===== config.mk =====
export PLATFORM = sky130hd
export DESIGN_NAME = hack_cpu_ws
export DESIGN_NICKNAME = d
export VERILOG_FILES = /design/src/rtl/hack_cpu_ws.sv
export SDC_FILE = /design/constraint.sdc
export NUM_CORES = 1
export LEC_CHECK = 0
export CAP_MARGIN = 40
export CORE_MARGIN = 8
export CORE_UTILIZATION = 58
export DETAILED_ROUTE_END_ITERATION = 10
export PLACE_DENSITY = 0.95
export SETUP_SLACK_MARGIN = 0.5
export SYNTH_ARGS = -nofsm -noshare
export SYNTH_HDL_FRONTEND = slang
export SYNTH_SLANG_ARGS = --single-unit

===== constraint.sdc =====
create_clock -name clk -period 15.2 [get_ports clk]
set_input_delay 1.52 -clock clk [delete_from_list [all_inputs] [get_ports clk]]
set_output_delay 1.52 -clock clk [all_outputs]
set_load 0.005 [all_outputs]

===== src/rtl/hack_cpu_ws.sv =====
// hack_cpu_ws: 16-bit Hack-style CPU core with instruction bubbles and data-memory wait states.
// Define HACK_CPU_HALT_EN to add the HALT state and the halted output (self-jump stops the core).
module hack_cpu_ws #(
  parameter int unsigned     ADDR_W       = 15,
  parameter int unsigned     PC_W         = 16,
  parameter logic [PC_W-1:0] RESET_VECTOR = '0
) (
  input  logic              clk,
  input  logic              rst,
  input  logic [15:0]       instruction,
  input  logic              instr_valid,
  input  logic [15:0]       inM,
  input  logic              mem_ready,
  output logic [ADDR_W-1:0] addressM,
  output logic              readM,
  output logic              writeM,
  output logic [15:0]       outM,
  output logic [PC_W-1:0]   pc,
  output logic              stall,
`ifdef HACK_CPU_HALT_EN
  output logic              halted,
`endif
  output logic [1:0]        dbg_state
);

  // Handshakes: an instruction is consumed only while instr_valid=1 in RUN; a memory
  // access (readM|writeM) completes on the cycle mem_ready=1, otherwise the core holds the
  // access stable in WAIT_MEM with stall=1 until mem_ready=1 is seen.
  typedef enum logic [1:0] {
    RUN      = 2'd0,
    WAIT_MEM = 2'd1
`ifdef HACK_CPU_HALT_EN
    ,
    HALT     = 2'd2
`endif
  } state_t;

  state_t          state, state_nxt;
  logic [15:0]     a_reg, d_reg, ir;
  logic [PC_W-1:0] pc_reg;

  logic [15:0] cur;
  logic        active, is_c, a_sel, d_a, d_d, d_m;
  logic [15:0] x0, x1, y0, y1, alu_raw, alu_out;
  logic        zr, ng, taken, mem_acc, commit;
`ifdef HACK_CPU_HALT_EN
  logic        self_jump;
`endif

  // Decode, ALU and handshake control. In WAIT_MEM the latched word replaces the input.
  always_comb begin
    cur     = (state == WAIT_MEM) ? ir : instruction;
    active  = !rst && ((state == WAIT_MEM) || (state == RUN && instr_valid));
    is_c    = cur[15];
    a_sel   = cur[12];
    d_a     = cur[5];
    d_d     = cur[4];
    d_m     = cur[3];
    x0      = cur[11] ? 16'd0 : d_reg;
    x1      = cur[10] ? ~x0 : x0;
    y0      = cur[9] ? 16'd0 : (a_sel ? inM : a_reg);
    y1      = cur[8] ? ~y0 : y0;
    alu_raw = cur[7] ? (x1 + y1) : (x1 & y1);
    alu_out = cur[6] ? ~alu_raw : alu_raw;
    zr      = (alu_out == 16'd0);
    ng      = alu_out[15];
    taken   = is_c && ((cur[2] && ng) || (cur[1] && zr) || (cur[0] && !ng && !zr));
    readM   = active && is_c && a_sel;
    writeM  = active && is_c && d_m;
    mem_acc = readM || writeM;
    stall   = mem_acc && !mem_ready;
    commit  = active && !stall;
  end

`ifdef HACK_CPU_HALT_EN
  assign self_jump = taken && (a_reg[PC_W-1:0] == pc_reg);
  assign halted    = (state == HALT);
`endif

  always_comb begin
    state_nxt = state;
    if (stall) begin
      state_nxt = WAIT_MEM;
    end else if (commit) begin
`ifdef HACK_CPU_HALT_EN
      state_nxt = self_jump ? HALT : RUN;
`else
      state_nxt = RUN;
`endif
    end
  end

  always_ff @(posedge clk) begin
    if (rst) state <= RUN;
    else     state <= state_nxt;
  end

  // Architectural registers change only on commit; addressM and the jump target see A_old.
  always_ff @(posedge clk) begin
    if (rst) begin
      a_reg  <= '0;
      d_reg  <= '0;
      ir     <= '0;
      pc_reg <= RESET_VECTOR;
    end else begin
      if (stall) ir <= cur;
      if (commit) begin
        if (!is_c) begin
          a_reg <= {1'b0, cur[14:0]};
        end else begin
          if (d_a) a_reg <= {1'b0, alu_out[14:0]};
          if (d_d) d_reg <= alu_out;
        end
        pc_reg <= taken ? a_reg[PC_W-1:0] : pc_reg + PC_W'(1);
      end
    end
  end

  assign addressM  = a_reg[ADDR_W-1:0];
  assign outM      = alu_out;
  assign pc        = pc_reg;
  assign dbg_state = state;

endmodule


======== Yosys cells after proc, flatten, opt, wreduce, memory -nomap -nowiden ========
Cells that the tools add are included.
operators by class
  reductions and logical operators ........ 26
  multiplexer cells ....................... 13
  bitwise gates (word level) .............. 4
  eq/ne operators ......................... 1
  add/sub/neg operators ................... 2
operators with widths
  cell                     number
  $mux W16                 11
  $not A16 Y16             3
  $add A16 B1 Y16 const B  1
  $add A16 B16 Y16         1
  $and A16 B16 Y16         1
  $logic_not A16 Y1        1
  $logic_and A1 B1 Y1      12
  $logic_not A1 Y1         5
  $logic_or A1 B1 Y1       4
  $reduce_and A3 Y1        1
  $logic_not A2 Y1         1
  $mux W1                  2
  $ne A2 B2 Y1 const B     1
  $reduce_and A2 Y1        1
  $reduce_bool A2 Y1       1
word-level totals
  bits of input ports ..................... 36
  register bits ........................... 65

======== Logic depth before layout (Yosys ltp) ========
  word-level depth ........................ 15
  gate-level depth with buffers ........... 23
  gate-level depth less buffers ........... 17

======== Worst setup path after synthesis ========
No wires, ideal clock.
  path kind ............................... input to output
  start point ............................. input port instruction[8]
  end point ............................... output port outM[13]
  data arrival time ....................... 4.696 ns
  stages .................................. 11
  path slack .............................. 8.984 ns
  data required time ...................... 13.680 ns
  cell sequence ........................... mux2i_1 > clkbuf_1 > xnor2_1 > ha_1 > a211o_1 > a41o_4 > o2111ai_2 > a2111o_1 > a41oi_1 > a21boi_0 > inv_1
between the ends
  longest elaborated chain between the ends .. 6
  elaborated cells between the ends (all ways) .. 7
ends and longest elaborated chain
  what                                                         line  RTL
  start: declaration                                           10    input logic [15:0] instruction,
  $mux W16 (*)                                                 52    cur = (state == WAIT_MEM) ? ir : instruction;
  $mux W16 (*)                                                 62    y1 = cur[8] ? ~y0 : y0;
  $add A16 B16 Y16 / $and A16 B16 Y16 (equally long branches)  63    alu_raw = cur[7] ? (x1 + y1) : (x1 & y1);
  $mux W16 (*)                                                 63
  $not A16 Y16                                                 64    alu_out = cur[6] ? ~alu_raw : alu_raw;
  $mux W16 (*)                                                 64
  end: declaration                                             17    output logic [15:0] outM,
Every way passes the cells marked *; elsewhere a longest branch is shown, timed or not.

======== Worst setup path in the final report ========
  start point ............................. input port instruction[12]
  end point ............................... output port outM[14]
between the ends
  longest elaborated chain between the ends .. 9
  elaborated cells between the ends (all ways) .. 10
ends and longest elaborated chain
  what                                                         line  RTL
  $mux W16 (*)                                                 52
  $mux W16 (*) (2 in series)                                   61    y0 = cur[9] ? 16'd0 : (a_sel ? inM : a_reg);
  $not A16 Y16                                                 62
  $mux W16 (*)                                                 62
  $add A16 B16 Y16 / $and A16 B16 Y16 (equally long branches)  63
  $mux W16 (*)                                                 63
  $not A16 Y16                                                 64
  $mux W16 (*)                                                 64
Marked as above.

==> metrics list <==
- Run status: complete, no violations
- CP Class: in -> out
- Portion of the post-synthesis area used by sequential elements: 0.257
- Yosys top cell area share: 0.257
- The number of antenna violations at the first check in global routing is 0.
- The die is around 110 um wide.
- The synthesized netlist contains 70 unique library cells.
* Sequential cell area in the final layout: between 1000 and 1500 um2
- After floorplanning, the core was sized to cover between 8000 and 9000 um2.
* Power per standard cell area: a little over 90 nW/um2
- Detailed routing inserted a total of between 5000 and 6000 vias.
* Largest fanout on the critical path: 16
* Clock slew at the register clock pins of the worst setup and hold paths: approximately 0.070 ns
- In this run the register-to-register setup slack is 9.61 ns.
- Setup repair after global routing left no endpoint under its margin.
- Cells taking the most area after synthesis: sky130_fd_sc_hd__dfxtp_1 (26%), sky130_fd_sc_hd__nand2_1 (9.3%), sky130_fd_sc_hd__xnor2_1 (5.3%)
* Mapped Nets: slightly above 700
* Worst slack after detailed placement: slightly above 8 ns
- Net Sw Frac: 0.363
* Worst endpoint required time: between 10 and 15 ns
* Initial Util: 0.586
- The number of antenna diodes in the final layout is 0.
- Critical path, cell by cell: clkdlybuf4s50_1 > mux2_2 > nand2_1 > a21oi_1 > xnor2_1 > ha_1 > fa_1 > a211oi_1 > o21ai_0 > nand3_1 > a21boi_1 > a31oi_1 > o32ai_1 > xnor2_1 > clkdlybuf4s50_1
* Clock skew: 0.00858 ns
* Net switching component of the power: ~0.0002 W
- Headroom to the max-slew limit: 0.463
- EDFF count, synth: 0
- In this run the critical register-to-register path is captured at pc[7].
- At the pin with the least slew margin, the transition time is a little over 0.8 ns.
- The first global-routing pass estimated approximately 25000 um of wire.
* Pin count of the biggest net entering global routing: between 50 and 60
- Slowest CP cell: sky130_fd_sc_hd__clkdlybuf4s50_1
* Final number of setup-violating endpoints: 0
- During placement, the flow inserted port buffers numbering 86.
* Gate Count Post-Synth: approximately 660
- Share of post-route cells with drive strength above 1: 0.0754
- In this run, the number of DRC markers left after iteration 0 of detailed routing was ~570.
* Count of nets after finishing: 778
- The commonest cells after synthesis are sky130_fd_sc_hd__nand2_1 (123), sky130_fd_sc_hd__dfxtp_1 (64), sky130_fd_sc_hd__nor2_1 (57).
- Hold Crit Endpoint: d_reg[2]
- In this run the static leakage power is around 2.1 nW.
- The clock period could shrink to between 7 and 8 ns.
- Buffers inserted to repair hold after CTS numbered 0.
- Average routed wire per standard cell: between 15 and 20 um
- CTS Buf Count: 9
* Post-synthesis instance area: approximately 5000 um2
- Post-synthesis cell type with the largest combined area: sky130_fd_sc_hd__dfxtp_1
- Of the total power, the clock network draws 0.271.
* Maximum vdd ir drop: around 0.044 mV
* Quantity of gates resized following cts: 0
- In this run the post-CTS setup repair buffer count came out at 0.
* Leading cell type by number of instances after synthesis: sky130_fd_sc_hd__nand2_1
- Routed Antenna Nets: 0
- Detailed placement ended at an HPWL of approximately 11000 um.
- In the finished design, the share of the clock period the worst path needs comes to 0.463.
- The worst setup path is captured at an output port.
- Hold Path Stages: 2
- Syn-to-layout area delta: 22.0%
* Number of warnings printed during yosys synthesis: 0
- Number of violations of the max-capacitance limit: 0
* Final hold violation count: 0
- In the post-route analysis, the smallest setup slack over all paths is between 8 and 9 ns.
- Reg-to-Reg Start: dbg_state[0]
* Mean cell area of the mapped netlist: roughly 7.6 um2
* Origin of the worst min-delay path: d_reg[2]
- Class of the worst hold path: reg -> reg
- Peak clock frequency supported by timing: between 100 and 150 MHz
- Setup tns final: 0 ns
- Among all flip-flop cells after synthesis, the most frequent one is sky130_fd_sc_hd__dfxtp_1.
- The number of global-route vias before repair was 5229.
- The share of total power dissipated in combinational logic is 0.404.
- Buffer depth of the longest clock path: 2
- From bottom edge to top edge, the die measures approximately 110 um.
* Yosys reg bits: 64
- In the global route stage, overall resource usage came out at 0.264.
- The multi-input combinational cells in the finished layout cover a total of roughly 3500 um2.
- I/O pin count: 88
- The design draws around 0.00056 W.
- Number of filler instances in the final layout: roughly 650
- Sequential share of power: 0.325
- Final number of max-transition violations: 0
- Share of flip-flops with an asynchronous set or reset after synthesis: 0
- Routed wire length: 15800 um
- The first detailed-routing pass took 5 iterations.
- For this design, the sink count on the clock tree is between 60 and 70.
- Power Internal: between 0.0003 and 0.0004 W
- The die covers around 12000 um2.
- R2r worst-path depth: 17
- Placement Rows: 34
* Post-detailed-route via-to-cell ratio: roughly 6.5
- Clock tree synthesis selected as its root buffer the cell sky130_fd_sc_hd__clkbuf_8.
- At the end of routability-driven placement, the weighted congestion stood at 0.936.
- TritonCTS clock tree: built
* Overflow left after global routing: 0
- Stage delay of the slowest cell on the critical path: ~0.56 ns
- For the worst setup path, the data arrival time is ~5.5 ns.
- Crit path launch type: primary input
* DRC errors left: 0
* Clock latency reported for the late side of the worst-skew pair: between 0.3 and 0.4 ns
* H-tree depth: 3
==> cells in the final DEF (no fill, tap or decap), types with 4 or more instances in the layout <==
| cell type | n |
|---|---|
| sky130_fd_sc_hd__nor3_1 | 10 |
| sky130_fd_sc_hd__a21oi_1 | 51 |
| sky130_fd_sc_hd__or3_1 | 9 |
| sky130_fd_sc_hd__xor2_1 | 19 |
| sky130_fd_sc_hd__or4b_1 | 4 |
| sky130_fd_sc_hd__a211oi_1 | 31 |
| sky130_fd_sc_hd__mux2i_1 | 22 |
| sky130_fd_sc_hd__a31oi_1 | 7 |
| sky130_fd_sc_hd__dfxtp_1 | 64 |
| sky130_fd_sc_hd__ha_1 | 17 |
| sky130_fd_sc_hd__a21o_1 | 12 |
| sky130_fd_sc_hd__and3_1 | 7 |
| sky130_fd_sc_hd__nor2_1 | 57 |
| sky130_fd_sc_hd__xnor2_1 | 30 |
| sky130_fd_sc_hd__o211ai_1 | 16 |
| sky130_fd_sc_hd__nand3b_1 | 6 |
| sky130_fd_sc_hd__nor2b_1 | 4 |
| sky130_fd_sc_hd__nand3_1 | 25 |
| sky130_fd_sc_hd__nand2_1 | 123 |
| sky130_fd_sc_hd__o21ai_0 | 13 |
| sky130_fd_sc_hd__buf_4 | 13 |
| sky130_fd_sc_hd__a32oi_1 | 8 |
| sky130_fd_sc_hd__inv_1 | 7 |
| sky130_fd_sc_hd__nand2b_1 | 6 |
| sky130_fd_sc_hd__clkdlybuf4s50_1 | 85 |
| sky130_fd_sc_hd__nand4_1 | 6 |
| sky130_fd_sc_hd__clkbuf_8 | 11 |
| sky130_fd_sc_hd__mux2_2 | 5 |
==> kinds of logic after synthesis <==
group,Yosys count,share of synthesized area
compound gates,170,0.239
flops,64,0.257
fa+ha+maj,18,0.0467
xor+xnor,49,0.0861
mux,32,0.0691
buf+inv,51,0.0487
other cells,1,0.000753
simple gates,273,0.252
==> layer usage <==
layer | track usage | wire [um] | vias up
met3 | 0.0426 | 1520 | 41
met5 | 0 | 0 | -
met2 | 0.436 | 7640 | 332
met1 | 0.317 | 6120 | 2574
met4 | 0.157 | 480 | 0
li1 | - | - | 2504
==> final cells by class <==
cell class,instances,share of cell area
inverters,7,0.00432
flip-flops and latches,64,0.211
multi-input cells,543,0.573
clock inverters,3,0.00659
well taps,108,0.0222
repair buffers,99,0.157
clock buffers,13,0.0261
==> power groups by stage <==
stage	Combinational (W)	Sequential (W)	Clock [W]
4_1_cts	0.000221	0.000182	0.000151
6_report	0.000226	0.000182	0.000151
3_3_place_gp	0.000211	0.000185	0
2_1_floorplan	0.000142	0.000184	0
5_1_grt	0.000242	0.000183	0.000160
3_5_place_dp	0.000218	0.000186	0
==> worst max-delay path by stage <==
| stage | from | end | depth (start not counted) |
|---|---|---|---|
| global placement | instruction[12] | outM[14] | 15 |
| CTS | instruction[12] | outM[14] | 15 |
| global route | instruction[12] | outM[13] | 14 |
| floorplan | instruction[8] | outM[13] | 11 |
| finish | instruction[12] | outM[14] | 15 |
| detailed placement | instruction[12] | outM[14] | 15 |
==> worst max-delay path, delay by kind of cell <==
family | cells | cell delay (ns)
AO/OA/AOI/OAI | 6 | 1.41
buffers and inverters | 2 | 1.04
adder cells (fa/ha/maj) | 2 | 0.68
multiplexers | 1 | 0.34
XOR/XNOR | 2 | 0.33
AND/OR/NAND/NOR | 2 | 0.21
==> stage by stage <==
step	std cells	cell area, um2	hold WS, ns	utilization
2_1_floorplan	658	4980	0.436	-
3_3_place_gp	819	5870	0.441	0.689
3_5_place_dp	821	5880	0.449	0.691
4_1_cts	837	6080	0.460	0.715
5_1_grt	837	6080	0.485	0.715
6_report	837	6080	0.461	0.715
(Power assumes the default switching activity.)
